`config.mk`:
```
export PLATFORM = sky130hd
export DESIGN_NAME = nf10_axis_capture_sink
export DESIGN_NICKNAME = d
export VERILOG_FILES = /design/src/rtl/nf10_axis_capture_pkg.sv /design/src/rtl/nf10_capture_fifo.sv /design/src/rtl/nf10_axis_capture_sink.sv
export SDC_FILE = /design/constraint.sdc
export NUM_CORES = 2
export LEC_CHECK = 0
export CAP_MARGIN = 15
export CELL_PAD_IN_SITES_DETAIL_PLACEMENT = 0
export CELL_PAD_IN_SITES_GLOBAL_PLACEMENT = 2
export CORE_ASPECT_RATIO = 0.6
export CORE_MARGIN = 5
export CORE_UTILIZATION = 40
export DETAILED_ROUTE_END_ITERATION = 8
export PLACE_DENSITY = 0.81
export SYNTH_ARGS = -nofsm -noshare
export SYNTH_HDL_FRONTEND = slang
export SYNTH_SLANG_ARGS = --single-unit
```
`constraint.sdc`:
```
create_clock -name aclk -period 34.1 [get_ports aclk]
set_clock_uncertainty 0.1 [all_clocks]
set_input_delay 3.41 -clock aclk [delete_from_list [all_inputs] [get_ports aclk]]
set_output_delay 3.41 -clock aclk [all_outputs]
set_load 0.05 [all_outputs]
```
`src/rtl/nf10_axis_capture_pkg.sv`:
```
// Shared types, counter widths and helpers for the nf10 AXI4-Stream capture sink.
package nf10_axis_capture_pkg;

  localparam int PKT_CNT_W       = 32;
  localparam int BEAT_CNT_W      = 32;
  localparam int BYTE_CNT_W      = 48;
  localparam int POPCNT_MAX_W    = 128;
  localparam int CAP_LEN_W_DEF   = 16;
  localparam int CAP_TUSER_W_DEF = 128;

  typedef enum logic [0:0] {
    ST_IDLE   = 1'b0,
    ST_IN_PKT = 1'b1
  } cap_state_e;

  // Layout of one capture entry in the default configuration: {len, tuser}.
  typedef struct packed {
    logic [CAP_LEN_W_DEF-1:0]   len;
    logic [CAP_TUSER_W_DEF-1:0] tuser;
  } cap_entry_t;

  function automatic logic [7:0] popcount(input logic [POPCNT_MAX_W-1:0] v);
    logic [7:0] n;
    n = '0;
    for (int i = 0; i < POPCNT_MAX_W; i++) begin
      n = n + {7'd0, v[i]};
    end
    return n;
  endfunction

endpackage

```
`src/rtl/nf10_capture_fifo.sv`:
```
// First-word-fall-through capture FIFO; pushes against a full FIFO are dropped
// and flagged in a sticky overflow bit.
module nf10_capture_fifo #(
  parameter int WIDTH = 144,
  parameter int DEPTH = 16
) (
  input  logic             clk,
  input  logic             rst,
  input  logic             push_i,
  input  logic [WIDTH-1:0] push_data_i,
  input  logic             pop_i,
  input  logic             clr_ovf_i,
  output logic [WIDTH-1:0] rd_data_o,
  output logic             empty_o,
  output logic             overflow_o
);

  localparam int          AW      = $clog2(DEPTH);
  localparam logic [AW:0] PTR_ONE = (AW + 1)'(1);

  logic [WIDTH-1:0] mem_q [DEPTH];
  logic [AW:0]      wr_ptr_q;
  logic [AW:0]      rd_ptr_q;
  logic             overflow_q;
  logic             full;
  logic             do_pop;
  logic             do_push;
  logic             drop;

  assign empty_o = (wr_ptr_q == rd_ptr_q);
  assign full    = (wr_ptr_q[AW] != rd_ptr_q[AW]) &&
                   (wr_ptr_q[AW-1:0] == rd_ptr_q[AW-1:0]);
  assign do_pop  = pop_i && !empty_o;
  // A same-cycle pop frees the head slot, so a push into a full FIFO still lands.
  assign do_push = push_i && (!full || do_pop);
  assign drop    = push_i && full && !do_pop;

  assign rd_data_o  = empty_o ? '0 : mem_q[rd_ptr_q[AW-1:0]];
  assign overflow_o = overflow_q;

  // NOTE: the storage array is deliberately not reset; the pointers alone define
  // which entries are valid, and an empty FIFO forces the read port to zero.
  always_ff @(posedge clk) begin
    if (do_push) mem_q[wr_ptr_q[AW-1:0]] <= push_data_i;
  end

  always_ff @(posedge clk or posedge rst) begin
    if (rst) begin
      wr_ptr_q   <= '0;
      rd_ptr_q   <= '0;
      overflow_q <= 1'b0;
    end else begin
      if (do_push) wr_ptr_q <= wr_ptr_q + PTR_ONE;
      if (do_pop)  rd_ptr_q <= rd_ptr_q + PTR_ONE;
      if (clr_ovf_i)  overflow_q <= 1'b0;
      else if (drop)  overflow_q <= 1'b1;
    end
  end

endmodule

```
`src/rtl/nf10_axis_capture_sink.sv`:
```
// AXI4-Stream sink with programmable back-pressure, statistics and a per-packet
// {len, tuser} capture FIFO. Define NF10_AXIS_CAPTURE_PROTOCOL_CHECK_EN for the protocol checker.
module nf10_axis_capture_sink
  import nf10_axis_capture_pkg::*;
#(
  parameter int C_S_AXIS_DATA_WIDTH  = 256,
  parameter int C_S_AXIS_TUSER_WIDTH = CAP_TUSER_W_DEF,
  parameter int C_FIFO_DEPTH         = 16,
  parameter int C_LEN_WIDTH          = CAP_LEN_W_DEF
) (
  input  logic                                        aclk,
  input  logic                                        areset,
  input  logic [C_S_AXIS_DATA_WIDTH-1:0]              s_axis_tdata,
  input  logic [C_S_AXIS_DATA_WIDTH/8-1:0]            s_axis_tstrb,
  input  logic [C_S_AXIS_TUSER_WIDTH-1:0]             s_axis_tuser,
  input  logic                                        s_axis_tvalid,
  output logic                                        s_axis_tready,
  input  logic                                        s_axis_tlast,
  input  logic [7:0]                                  cfg_stall_period,
  input  logic                                        stat_clear,
  output logic [PKT_CNT_W-1:0]                        stat_pkt_count,
  output logic [BEAT_CNT_W-1:0]                       stat_beat_count,
  output logic [BYTE_CNT_W-1:0]                       stat_byte_count,
  input  logic                                        cap_rd_en,
  output logic [C_LEN_WIDTH+C_S_AXIS_TUSER_WIDTH-1:0] cap_rd_data,
  output logic                                        cap_empty,
  output logic                                        cap_overflow,
  output logic                                        proto_err
);

  localparam int STRB_W  = C_S_AXIS_DATA_WIDTH / 8;
  localparam int ENTRY_W = C_LEN_WIDTH + C_S_AXIS_TUSER_WIDTH;
  localparam int SUM_W   = C_LEN_WIDTH + 9;
  localparam logic [C_LEN_WIDTH-1:0] LEN_MAX = '1;

  cap_state_e                      state_q;
  logic [C_LEN_WIDTH-1:0]          len_q;
  logic [C_S_AXIS_TUSER_WIDTH-1:0] tuser_q;
  logic [7:0]                      thr_cnt_q, thr_cnt_d;
  logic                            tready_q, tready_d;
  logic                            thr_hit;
  logic [PKT_CNT_W-1:0]            pkt_cnt_q;
  logic [BEAT_CNT_W-1:0]           beat_cnt_q;
  logic [BYTE_CNT_W-1:0]           byte_cnt_q;

  logic                            accept;
  logic                            pkt_done;
  logic [POPCNT_MAX_W-1:0]         strb_ext;
  logic [7:0]                      beat_bytes;
  logic [C_LEN_WIDTH-1:0]          len_base;
  logic [SUM_W-1:0]                len_sum;
  logic [C_LEN_WIDTH-1:0]          len_next;
  logic [C_S_AXIS_TUSER_WIDTH-1:0] tuser_sel;
  logic [ENTRY_W-1:0]              push_entry;

  // Throttle: tready drops for exactly one cycle out of every cfg_stall_period.
  assign thr_hit   = (cfg_stall_period != 8'd0) && (thr_cnt_q == cfg_stall_period - 8'd1);
  assign thr_cnt_d = thr_hit ? 8'd0 : thr_cnt_q + 8'd1;
  assign tready_d  = !thr_hit;

  assign accept     = s_axis_tvalid && tready_q;
  assign pkt_done   = accept && s_axis_tlast;
  assign strb_ext   = POPCNT_MAX_W'(s_axis_tstrb);
  assign beat_bytes = popcount(strb_ext);

  assign len_base   = (state_q == ST_IN_PKT) ? len_q : '0;
  assign len_sum    = SUM_W'(len_base) + SUM_W'(beat_bytes);
  assign len_next   = (len_sum > SUM_W'(LEN_MAX)) ? LEN_MAX : len_sum[C_LEN_WIDTH-1:0];
  assign tuser_sel  = (state_q == ST_IDLE) ? s_axis_tuser : tuser_q;
  assign push_entry = {len_next, tuser_sel};

  // NOTE: every register here uses non-blocking assignment so all of them sample
  // the same pre-edge values regardless of statement order.
  always_ff @(posedge aclk or posedge areset) begin
    if (areset) begin
      thr_cnt_q <= '0;
      tready_q  <= 1'b0;
    end else begin
      thr_cnt_q <= thr_cnt_d;
      tready_q  <= tready_d;
    end
  end

  always_ff @(posedge aclk or posedge areset) begin
    if (areset) begin
      state_q <= ST_IDLE;
      len_q   <= '0;
      tuser_q <= '0;
    end else if (accept) begin
      len_q <= len_next;
      if (state_q == ST_IDLE) tuser_q <= s_axis_tuser;
      state_q <= s_axis_tlast ? ST_IDLE : ST_IN_PKT;
    end
  end

  // Clear wins over a same-cycle increment.
  always_ff @(posedge aclk or posedge areset) begin
    if (areset) begin
      pkt_cnt_q  <= '0;
      beat_cnt_q <= '0;
      byte_cnt_q <= '0;
    end else if (stat_clear) begin
      pkt_cnt_q  <= '0;
      beat_cnt_q <= '0;
      byte_cnt_q <= '0;
    end else begin
      if (pkt_done) pkt_cnt_q <= pkt_cnt_q + 32'd1;
      if (accept) begin
        beat_cnt_q <= beat_cnt_q + 32'd1;
        byte_cnt_q <= byte_cnt_q + BYTE_CNT_W'(beat_bytes);
      end
    end
  end

  assign s_axis_tready   = tready_q;
  assign stat_pkt_count  = pkt_cnt_q;
  assign stat_beat_count = beat_cnt_q;
  assign stat_byte_count = byte_cnt_q;

  nf10_capture_fifo #(
    .WIDTH (ENTRY_W),
    .DEPTH (C_FIFO_DEPTH)
  ) u_fifo (
    .clk         (aclk),
    .rst         (areset),
    .push_i      (pkt_done),
    .push_data_i (push_entry),
    .pop_i       (cap_rd_en),
    .clr_ovf_i   (stat_clear),
    .rd_data_o   (cap_rd_data),
    .empty_o     (cap_empty),
    .overflow_o  (cap_overflow)
  );

`ifdef NF10_AXIS_CAPTURE_PROTOCOL_CHECK_EN
  logic                            stalled_q;
  logic                            proto_err_q;
  logic [C_S_AXIS_DATA_WIDTH-1:0]  hold_tdata_q;
  logic [STRB_W-1:0]               hold_tstrb_q;
  logic [C_S_AXIS_TUSER_WIDTH-1:0] hold_tuser_q;
  logic                            hold_tlast_q;
  logic                            hold_viol;
  logic                            strb_viol;

  // After a stalled cycle the source must keep the same beat presented.
  assign hold_viol = stalled_q && (!s_axis_tvalid ||
                                   (s_axis_tdata != hold_tdata_q) ||
                                   (s_axis_tstrb != hold_tstrb_q) ||
                                   (s_axis_tuser != hold_tuser_q) ||
                                   (s_axis_tlast != hold_tlast_q));
  assign strb_viol = accept && (s_axis_tstrb == '0);

  always_ff @(posedge aclk or posedge areset) begin
    if (areset) begin
      stalled_q    <= 1'b0;
      proto_err_q  <= 1'b0;
      hold_tdata_q <= '0;
      hold_tstrb_q <= '0;
      hold_tuser_q <= '0;
      hold_tlast_q <= 1'b0;
    end else begin
      stalled_q    <= s_axis_tvalid && !tready_q;
      hold_tdata_q <= s_axis_tdata;
      hold_tstrb_q <= s_axis_tstrb;
      hold_tuser_q <= s_axis_tuser;
      hold_tlast_q <= s_axis_tlast;
      if (stat_clear)                  proto_err_q <= 1'b0;
      else if (hold_viol || strb_viol) proto_err_q <= 1'b1;
    end
  end

  assign proto_err = proto_err_q;
`else
  // tdata is only inspected by the protocol checker.
  logic unused_tdata;
  assign unused_tdata = ^s_axis_tdata;
  assign proto_err    = 1'b0;
`endif

endmodule

```
# Word-level counts from Yosys, hierarchy flattened
# Memories as Yosys holds them, arrays and structs flattened.
# Index checks and enable logic that the tools add are counted.
[totals] ff_bits=277 latch_bits=0 mem_bits_rw=2304 rom_bits=0 in_bits=430 output_inout_bits=260 n_memories=1
[memory_table] name="u_fifo.mem_q" depth=16 width=144 read_ports=1 rd_ports_with_merged_regs=0 wr=1 line="nf10_capture_fifo.sv:21" rtl="logic [WIDTH-1:0] mem_q [DEPTH];"
[classes] add_sub_neg=39 n_mul=0 n_div=0 order_cmp=1 eq_ne=4 n_shift=0 n_mux=16 bitwise=0 reduce_logical=17
[ops] operator="8-bit by 1-bit adder with 8-bit output" n=24
[ops] operator="144-bit 2-to-1 mux" n=1
[ops] operator="128-bit 2-to-1 mux" n=1
[ops] operator="32-bit 2-to-1 mux" n=4
[ops] operator="48-bit 2-to-1 mux" n=2
[ops] operator="32-bit by 1-bit adder with 32-bit output, second input constant" n=2
[ops] operator="48-bit by 8-bit adder with 48-bit output" n=1
[ops] operator="16-bit 2-to-1 mux" n=2
[ops] operator="16-bit by 8-bit adder with 17-bit output" n=1
[ops] operator="17-bit by 16-bit greater-than comparator with 1-bit output, second input constant" n=1
[ops] operator="5-bit by 1-bit adder with 5-bit output, second input constant" n=2
[ops] operator="7-bit by 1-bit adder with 8-bit output" n=1
[ops] operator="8-bit by 1-bit adder with 8-bit output, second input constant" n=1
[ops] operator="8-bit equality test" n=1
[ops] operator="1-bit logical AND" n=8
[ops] operator="8-bit 2-to-1 mux" n=1
[ops] operator="8-bit nonzero test" n=1
[ops] operator="8-bit by 1-bit subtractor with 8-bit output, second input constant" n=1
[ops] operator="6-bit by 1-bit adder with 7-bit output" n=1
[ops] operator="5-bit by 1-bit adder with 6-bit output" n=1
[ops] operator="2-bit nonzero test" n=3
[ops] operator="4-bit by 1-bit adder with 5-bit output" n=1
[ops] operator="5-bit equality test" n=1
[ops] operator="1-bit 2-to-1 mux" n=5
[ops] operator="other kinds (7)" n=10

# Logic depth before layout (Yosys ltp)
[logic_depth] ltp_word=34 ltp_mapped=23 mapped_depth_nobuf=21

# Modules after synthesis
# From an unflattened synthesis, not the netlist that was laid out.
[hier_totals] hier_cells=5197 hier_area_um2=101939.0
[by_module_without_submodules] module="nf10_capture_fifo" instances=1 cells_per_inst=3603 area_per_inst_um2=87212.4
[by_module_without_submodules] module="nf10_axis_capture_sink" instances=1 cells_per_inst=1594 area_per_inst_um2=14726.6

# Worst setup path after synthesis
# Ideal clock, no wire load.
[synth_timing] path_kind="input to register" from="input s_axis_tvalid" to="memory u_fifo.mem_q[3][0], enable pin" setup_time_ns=0.823 arrival_time_ns=14.151 required_ns=33.177 setup_slack_ns=19.026 path_stages=6 path_cell_list="and2_1 -> clkbuf_1 -> nand2_1 -> nor2_1 -> nand2_1 -> nor3_1"
[synth_between] elab_chain_len=5
[synth_lines] element="start: declaration" line="nf10_axis_capture_sink.sv:16" rtl="input logic s_axis_tvalid,"
[synth_lines] element="1-bit logical AND" line="nf10_axis_capture_sink.sv:61" rtl="assign accept = s_axis_tvalid && tready_q;"
[synth_lines] element="1-bit logical AND" line="nf10_axis_capture_sink.sv:62" rtl="assign pkt_done = accept && s_axis_tlast;"
[synth_lines] element="1-bit logical AND" line="nf10_capture_fifo.sv:35" rtl="assign do_push = push_i && (!full || do_pop);"
[synth_lines] element="1-bit 2-to-1 mux" line="nf10_capture_fifo.sv:44" rtl="if (do_push) mem_q[wr_ptr_q[AW-1:0]] <= push_data_i;"
[synth_lines] element="1-bit 2-to-1 mux (not written as such)" line="nf10_capture_fifo.sv:44"
[synth_lines] element="end: declaration" line="nf10_capture_fifo.sv:21"
# Every way passes these cells.

# Worst setup path after layout
[layout_timing] from="register u_fifo.rd_ptr_q[0]" to="output cap_rd_data[35]"
[layout_between] elab_chain_len=2
[layout_lines] element="start: declaration" line="nf10_capture_fifo.sv:23" rtl="logic [AW:0] rd_ptr_q;"
[layout_lines] element="start signal: assignment" line="nf10_capture_fifo.sv:54" rtl="if (do_pop) rd_ptr_q <= rd_ptr_q + PTR_ONE;"
[layout_lines] element="memory read 16 x 144 bit / 5-bit equality test (equally long branches)"
[layout_lines] element="144-bit 2-to-1 mux (*)" line="nf10_capture_fifo.sv:38" rtl="assign rd_data_o = empty_o ? '0 : mem_q[rd_ptr_q[AW-1:0]];"
[layout_lines] element="end: declaration" line="nf10_axis_capture_sink.sv:25" rtl="output logic [C_LEN_WIDTH+C_S_AXIS_TUSER_WIDTH-1:0] cap_rd_data,"
# Mark *: on every way between the ends. The rest lies on a longest branch, timed or not.

==> metrics <==
Hold Crit Class flop to flop; fill count 21,000; TritonCTS clock tree built; leakage power 39.0 nW; Initial DRT Pass Iterations 5; Initial Util 40.3%; Area Growth Syn to Fin 15.9%; final-report hold violation count 0; EDFF count, synth 2,304; drc violations 0; routability congestion estimate 0.736; initial antenna violation count 15; Sw Pwr 3.88 mW; final core occ 46.7%; CP Class flop to output pin; Max Cap Violations 0; num rows 143; final worst-path cycle share 30.4%; H-tree levels 4; Non-Filler Instances 9,144; critical path fanouts, max 48; DIE WIDTH 663 um; setup TNS 0 ns; wire length per cell 27.9 um; Congestion Overflow GR 0; # setup viols final 0; Placed Instances 8,702; clk slew on worst S/H paths 0.07 ns; GR Util All Layers 18.8%; most common cell in the netlist edfxtp_1; cts repair resizes 0; maximum clock frequency 96.5 MHz; cell-internal power 7.14 mW; CTS buffer count 236; pre-CTS WS 22.95 ns; status finished clean; number of global-route vias before repair 52,500; Post-CTS Setup Repair Bufs 0; Critical Path Source Type flop; post-synth top area share 67.5%; Tmin final 10.36 ns; WP data required 30.59 ns; Via density 5.57; Synth Register Bits 2,581; Synth Warn # 0; largest net degree at the start of global routing 144; Post-synth top cells edfxtp_1 (2,304), mux4_2 (720), nand2_1 (473); core area 254,000 um^2; pwr dens 92.8 nW/um^2; Mapped Area 102,000 um^2; worst vdd rail ir drop 0.0000901 V; Vias 50,900; Detail Placement HPWL 128 mm; post-synth cell types 69; Synth async-reset ratio 10.7%; die area 267,000 um^2; Die H 402 um; WL final 255 mm; Comb power frac 38.4%; Worst-Skew Late Latency 0.91 ns; post-detailed-route count of antenna-violating nets 0; HP Start tuser_q[114]; Syn Nets 5,535; Setup WS post-layout 23.74 ns; Slew Limit Fails 0; Sequential Power Share 37.6%; Worst Setup End Kind output pin; IO buf count 432; share of cells above drive strength 1 22.8%; crit path DAT 6.85 ns; I/O pin cnt 690; Switching Share 35.2%; first-pass GRT wire length 371 mm; synthesized area per cell 20.3 um^2; Synth Instances 5,054; slew of the pin with the lowest slew margin 1.23 ns; Initial DRC Count 5,540; relative slew slack 17.9%; clk buf depth 4; CTS Sinks 2,581; root buf cell clkbuf_16; Top FF cell, synth edfxtp_1; synth top area cells edfxtp_1 (68%), mux4_2 (16%), dfrtp_1 (6.8%), nand2_1 (1.7%), mux2_2 (1.4%); R2R Path Start u_fifo.rd_ptr_q[0]; register area share after synthesis 74.3%; Final nets 6,018; Hold-fix buffers, CTS 0; Clk pwr share 24.0%; Setup crit start u_fifo.rd_ptr_q[0]; Synth area leader edfxtp_1; RSZ-0062 raised after global routing no
[registers in the layout (all words and copies together) (netlist names)]
register           cells
len_q                 16
s_axis_tready          1
state_q                1
u_fifo.overflow_o      1
thr_cnt_q              8
u_fifo.rd_ptr_q        5
u_fifo.mem_q        2304
stat_byte_count       48
stat_pkt_count        32
tuser_q              128
stat_beat_count       32
u_fifo.wr_ptr_q        5
[area by class of cell]
class | instances | area, um^2 | share of cell area [%]
sequential | 2581 | 76100 | 64.1
multi-input combinational | 2132 | 25200 | 21.2
antenna | 5 | 12.5 | 0.0105
clock buffer | 302 | 6300 | 5.31
timing repair buffer | 511 | 5190 | 4.38
inverter | 75 | 289 | 0.243
clock inverter | 131 | 1320 | 1.11
tap | 3407 | 4260 | 3.59
[critical path: stages, from the launching register on]
cell and delay [ns]:
dfrtp_4 1.07, buf_4 0.93, buf_4 0.91, buf_4 0.87, mux4_2 0.60, mux4_2 0.47
nor2b_1 0.23, clkdlybuf4s50_1 0.80
[logic make-up after synthesis]
group                      Yosys count  synth area share (%)
AOI/OAI and AO/OA                  180                  1.10
xor gates and xnor gates            93                 0.810
adders and majority gates           53                 0.833
buffers and inverters              341                  1.26
DFF                               2581                  74.3
muxes                              860                  17.4
other                                1               0.00366
and+or+nand+nor                    945                  4.34
[layout by cell type, fill, tap and decap left out, drive strengths merged, types with 15 or more instances in the layout]
cell / count
edfxtp: 2304
o21ai: 31
or4: 25
o31ai: 26
a21oi: 70
nand2: 474
xnor2: 41
xor2: 51
clkdlybuf4s50: 431
nand4: 31
fa: 26
and3: 20
nand3: 50
or3: 28
clkbuf: 302
nor3: 15
mux2: 135
dfrtp: 277
mux4: 720
bufinv: 24
clkinv: 89
ha: 25
nor2b: 152
inv: 80
nor2: 115
buf: 80
[final timing paths]
check	to	slack [ns]	cells after the start
max	cap_rd_data[35]	23.74	7
min	tuser_q[114]	0.37	2
max reg2reg	u_fifo.mem_q[14][69]	28.71	8
min reg2reg	tuser_q[114]	0.37	2
max in group asynchronous	tuser_q[98]	29.11	4
min in group asynchronous	stat_byte_count[44]	2.95	2
[power by group through the flow]
| stage | Combinational, mW | Clock, mW | Sequential (mW) |
|---|---|---|---|
| CTS | 4.33 | 2.71 | 4.14 |
| detailed placement | 4.32 | 0 | 4.21 |
| finish | 4.24 | 2.65 | 4.14 |
| floorplan | 2.89 | 0 | 4.17 |
| global placement | 4.27 | 0 | 4.19 |
| global route | 4.54 | 2.84 | 4.16 |
[stage by stage]
step | instance area [um^2] | hold WS, ns | power [mW]
6_report | 119000 | 0.370 | 11.0
2_1_floorplan | 102000 | 0.340 | 7.07
5_1_grt | 119000 | 0.391 | 11.5
4_1_cts | 119000 | 0.373 | 11.2
3_3_place_gp | 111000 | 0.352 | 8.46
3_5_place_dp | 111000 | 0.357 | 8.53
[routing by layer]
| layer | part of all wire, % | vias to the layer above | routed length [um] | global-route usage, % |
|---|---|---|---|---|
| met3 | 7.1 | 379 | 18200 | 3.66 |
| met4 | 2.5 | 4 | 6370 | 4.69 |
| met1 | 42 | 27300 | 107000 | 26.5 |
| met5 | 0.011 | - | 27 | 0 |
| li1 | - | 21300 | - | - |
| met2 | 48 | 1900 | 123000 | 30.4 |
No activity file was read; power rests on OpenSTA's default activity.
